<file path="config.mk">
export PLATFORM = sky130hd
export DESIGN_NAME = serial_adder
export DESIGN_NICKNAME = d
export VERILOG_FILES = /design/src/rtl/serial_adder_pkg.sv /design/src/rtl/serial_adder_digit.sv /design/src/rtl/serial_adder.sv
export SDC_FILE = /design/constraint.sdc
export NUM_CORES = 1
export LEC_CHECK = 0
export ABC_CLOCK_PERIOD_IN_PS = 2000
export BUFFER_PORTS_ARGS = -buffer_cell sky130_fd_sc_hd__clkbuf_2
export CAP_MARGIN = 10
export CORE_ASPECT_RATIO = 1.1
export CORE_MARGIN = 4
export CORE_UTILIZATION = 45
export CTS_BUF_LIST = sky130_fd_sc_hd__clkbuf_16
export DETAILED_ROUTE_END_ITERATION = 12
export GPL_TIMING_DRIVEN = 0
export HOLD_SLACK_MARGIN = 0.08
export PLACE_DENSITY = 0.66
export SLEW_MARGIN = 20
export SYNTH_ARGS = -nofsm -noshare
export SYNTH_HDL_FRONTEND = slang
export SYNTH_HIERARCHICAL = 1
export SYNTH_SLANG_ARGS = --single-unit
</file>
<file path="constraint.sdc">
create_clock -name clk -period 2 [get_ports clk]
set_clock_uncertainty 0.05 [all_clocks]
set_input_delay 0.4 -clock clk [delete_from_list [all_inputs] [get_ports clk]]
set_output_delay 0.4 -clock clk [all_outputs]
set_load 0.005 [all_outputs]
</file>
<file path="src/rtl/serial_adder_pkg.sv">
// Shared definitions for the digit-serial adder/subtractor.
// Holds the FSM state encoding and the default operand/digit widths.
package serial_adder_pkg;

    typedef enum logic [1:0] {
        IDLE = 2'd0,
        RUN  = 2'd1,
        DONE = 2'd2
    } state_t;

    localparam int DEFAULT_WIDTH = 8;
    localparam int DEFAULT_DIGIT = 1;

endpackage

</file>
<file path="src/rtl/serial_adder_digit.sv">
// DIGIT-bit ripple adder built from 1-bit full-adder equations.
// Also exposes the carry into its top bit so the parent can derive signed overflow.
module full_adder_digit #(
    parameter int DIGIT = 1
) (
    input  logic [DIGIT-1:0] a_i,
    input  logic [DIGIT-1:0] b_i,
    input  logic             c_i,
    output logic [DIGIT-1:0] s_o,
    output logic             c_o,
    output logic             c_msb_o
);

    logic [DIGIT:0] carry;

    always_comb begin
        carry    = '0;
        s_o      = '0;
        carry[0] = c_i;
        for (int i = 0; i < DIGIT; i++) begin
            s_o[i]     = a_i[i] ^ b_i[i] ^ carry[i];
            carry[i+1] = (a_i[i] & b_i[i]) | (carry[i] & (a_i[i] ^ b_i[i]));
        end
    end

    assign c_o     = carry[DIGIT];
    assign c_msb_o = carry[DIGIT-1];

endmodule

</file>
<file path="src/rtl/serial_adder.sv">
// Digit-serial adder/subtractor: processes DIGIT bits per clock, LSB first,
// and publishes sum/cout/overflow only on the final edge of each operation.
module serial_adder
    import serial_adder_pkg::*;
#(
    parameter int WIDTH = DEFAULT_WIDTH,
    parameter int DIGIT = DEFAULT_DIGIT
) (
    input  logic             clk,
    input  logic             rst_n,
    input  logic             start,
    input  logic             sub,
    input  logic [WIDTH-1:0] a,
    input  logic [WIDTH-1:0] b,
    input  logic             cin,
    output logic [WIDTH-1:0] sum,
    output logic             cout,
    output logic             overflow,
    output logic             busy,
    output logic             done
);

    localparam int N  = WIDTH / DIGIT;
    localparam int CW = $clog2(N) + 1;
    localparam logic [CW-1:0] LAST = CW'(N - 1);

    if (DIGIT < 1 || WIDTH < 2 || (WIDTH % DIGIT) != 0) begin : g_badParams
        $error("serial_adder: WIDTH must be >= 2 and an exact multiple of DIGIT");
    end

    state_t           state_q, state_d;
    logic [WIDTH-1:0] a_q, a_d;
    logic [WIDTH-1:0] b_q, b_d;
    logic [WIDTH-1:0] acc_q, acc_d;
    logic [WIDTH-1:0] sum_q, sum_d;
    logic             carry_q, carry_d;
    logic             cout_q, cout_d;
    logic             ovf_q, ovf_d;
    logic [CW-1:0]    cnt_q, cnt_d;

    logic [DIGIT-1:0] digSum;
    logic             digCout;
    logic             digCmsb;

    full_adder_digit #(.DIGIT(DIGIT)) u_digit (
        .a_i     (a_q[DIGIT-1:0]),
        .b_i     (b_q[DIGIT-1:0]),
        .c_i     (carry_q),
        .s_o     (digSum),
        .c_o     (digCout),
        .c_msb_o (digCmsb)
    );

    always_ff @(posedge clk or negedge rst_n) begin
        if (!rst_n) begin
            state_q <= IDLE;
            a_q     <= '0;
            b_q     <= '0;
            acc_q   <= '0;
            sum_q   <= '0;
            carry_q <= 1'b0;
            cout_q  <= 1'b0;
            ovf_q   <= 1'b0;
            cnt_q   <= '0;
        end else begin
            state_q <= state_d;
            a_q     <= a_d;
            b_q     <= b_d;
            acc_q   <= acc_d;
            sum_q   <= sum_d;
            carry_q <= carry_d;
            cout_q  <= cout_d;
            ovf_q   <= ovf_d;
            cnt_q   <= cnt_d;
        end
    end

    // Subtraction is a + ~b + ~borrow; the shift register fills from the MSB end
    // so the word is aligned after N steps and only then copied to the outputs.
    always_comb begin
        state_d = state_q;
        a_d     = a_q;
        b_d     = b_q;
        acc_d   = acc_q;
        sum_d   = sum_q;
        carry_d = carry_q;
        cout_d  = cout_q;
        ovf_d   = ovf_q;
        cnt_d   = cnt_q;
        case (state_q)
            IDLE, DONE: begin
                state_d = IDLE;
                if (start) begin
                    state_d = RUN;
                    a_d     = a;
                    b_d     = sub ? ~b : b;
                    carry_d = sub ? ~cin : cin;
                    cnt_d   = '0;
                end
            end
            RUN: begin
                a_d     = a_q >> DIGIT;
                b_d     = b_q >> DIGIT;
                acc_d   = (acc_q >> DIGIT) | (WIDTH'(digSum) << (WIDTH - DIGIT));
                carry_d = digCout;
                cnt_d   = cnt_q + 1'b1;
                if (cnt_q == LAST) begin
                    state_d = DONE;
                    sum_d   = acc_d;
                    cout_d  = digCout;
                    ovf_d   = digCmsb ^ digCout;
                end
            end
            default: state_d = IDLE;
        endcase
    end

    assign sum      = sum_q;
    assign cout     = cout_q;
    assign overflow = ovf_q;
    assign busy     = (state_q == RUN);
    assign done     = (state_q == DONE);

endmodule

</file>
==> metrics.yaml <==
status: "completed"
die-area_um2: 4900
path_class: "flop to output pin"
slew_headroom: 0.425
crit_fanout: 10
power.total_mw: 3.36
maxCapViolCount: 0
grt_usage: 0.147
synth-edff-count: 0
grt_first_pass_wirelength_um: 5350
ys_ff_latch: 40
diodes: 0
yosysSeqAreaShare: 0.578
insertion_delay_ns: 0.28
antenna_left: 0
yosysTopAreaCell: "dfrtp_1"
final_area_um2: 2080
start_kind: "flop"
nets: 188
fin_tns_setup_ns: 0
synth_cell_types: 22
stdcell_count: 216
rsz0062_at_grt: "no"
antenna_found_initial: 0
port_buffers: 31
clk_pin_slew_ns: 0.05
post-cts-setup-buffers: 0
gr-total-overflow: 0
setup-violations-final: 0
cts_buffers: 5
power_density_nw_per_um2: 1610
fp.dieH_um: 73.0
place_inst: 208
finalWirelength_um: 3130
root_buffer: "clkbuf_16"
fillCellCount: 331
core-area_um2: 3680
ctsHtreeMaxLevel: 2
synth_most_common_cell: "dfrtp_1"
crit_required_ns: 1.55
utilization: 0.566
min_path_type: "input pin to asynchronous set/reset pin"
drc: 0
avgSynthCellArea_um2: 13.6
synthCells: 127
tightest_slew_ns: 0.863
endpoint_kind: "output pin"
initial_core_util: 0.470
reg2reg_slack_ns: 0.37
grt_pass1_vias: 1173
slew_viol_final: 0
syn_nets: 150
wl_per_cell_um: 14.5
max_freq_mhz: 524
yosysTopAreaCellShare: 0.578
yosysWarningCount: 6
synth_common_cells: "dfrtp_1, mux2_2, a22o_1"
io_pins: 33
cts_tree: "yes"
layout_setup_ws_ns: 0.0927
viasPerCell: 5.13
drt_iter0_drc: 35
cts_buffer_depth: 2
ctsResizeCount: 0
synthToLayoutAreaGrowth_pct: 20.5
hpwl_um: 2240
gp_congestion: 0.733
hold_buffers: 0
ys.flop_type: "dfrtp_1"
die_w_um: 67.1
p_leak_nw: 1.04
syn-cell-area_um2: 1730
grt_start_max_net_pins: 41
row_count: 23
crit_arrival_ns: 1.46
placed_area_um2: 1950
worstRegToRegCells: 5
dp_slack_ns: 0.355
num_vias: 1108
async_flop_share: 1.00
post-route-period-util: 0.954
min_period_ns: 1.91
final_hold_viol_count: 0
clock_sinks: 40
drive_above_1_share: 0.392
ir_drop_uv: 639
hold_ws_ns: 0.190
synthTopCellsByArea: "dfrtp_1, mux2_2, a22o_1"
dr.pass1.iters: 4
[flip-flops by register name, summed over array words and instances, names as in the netlist]
signal and count:
overflow 1, state_q 2, a_q 8, cnt_q 4, acc_q 7, sum 8, carry_q 1, cout 1
b_q 8
[kinds of logic after synthesis]
| kind of cell | Yosys count | share of synthesized area |
|---|---|---|
| adders and majority gates | 2 | 0.0188 |
| muxes | 20 | 0.129 |
| AOI/OAI and AO/OA | 27 | 0.135 |
| buffers and inverters | 9 | 0.0296 |
| xor gates and xnor gates | 10 | 0.0506 |
| DFF | 40 | 0.578 |
| and+or+nand+nor | 19 | 0.0586 |
[report_power, final]
group | switching, mW | leakage [nW] | internal [mW]
logic | 0.507 | 0.469 | 0.693
registers | 0.236 | 0.501 | 1.19
clock network | 0.282 | 0.0738 | 0.448
[cell usage in the layout (no fill, tap or decap), drive strengths merged]
cell / Yosys / routed
nand2b: 1 / 1
nor2b: 3 / 3
mux2: 18 / 18
a21o: 7 / 7
nor2: 9 / 9
fa: 1 / 1
mux2i: 2 / 2
dfrtp: 40 / 40
a221o: 8 / 8
xnor2: 8 / 8
ha: 1 / 1
a22o: 11 / 11
nand2: 3 / 3
and2b: 1 / 1
xor2: 2 / 2
clkinv: 0 / 1
buf: 8 / 9
nor3b: 1 / 1
nand4: 1 / 1
inv: 0 / 2
o21ai: 1 / 1
clkbuf: 1 / 36
[path summary, 6_finish.rpt]
| path | startpoint | to |
|---|---|---|
| setup / recovery | state_q[1] | busy |
| hold / removal | rst_n | acc_q[2] |
| setup reg to reg | cnt_q[0] | sum[5] |
| hold reg to reg | a_q[5] | a_q[5] |
| max in group asynchronous | rst_n | a_q[2] |
| min in group clk | a[7] | a_q[7] |
[per-layer routing]
| metal | up-vias | share of wire | wire length, µm | global-route usage |
|---|---|---|---|---|
| met1 | 546 | 0.43 | 1360 | 0.180 |
| met4 | 0 | 0.017 | 53 | 0.0608 |
| li1 | 528 | - | - | - |
| met5 | - | 0 | 0 | 0 |
| met2 | 28 | 0.49 | 1540 | 0.240 |
| met3 | 6 | 0.057 | 177 | 0.0447 |
[final cells by class]
type	count	area (µm²)	area share
Sequential cell	40	1000	0.480
Multi-Input combinational cell	78	678	0.325
Timing Repair Buffer	31	155	0.0744
Clock buffer	5	125	0.0600
Tap cell	50	62.6	0.0300
Buffer	9	51.3	0.0246
Clock inverter	3	11.3	0.00540
[worst max-delay path: stages (launching register included)]
cell and delay, ns:
dfrtp_1 0.36, and2b_4 0.26, buf_4 0.17, buf_2 0.24
clkbuf_2 0.15
(Power assumes the default switching activity.)
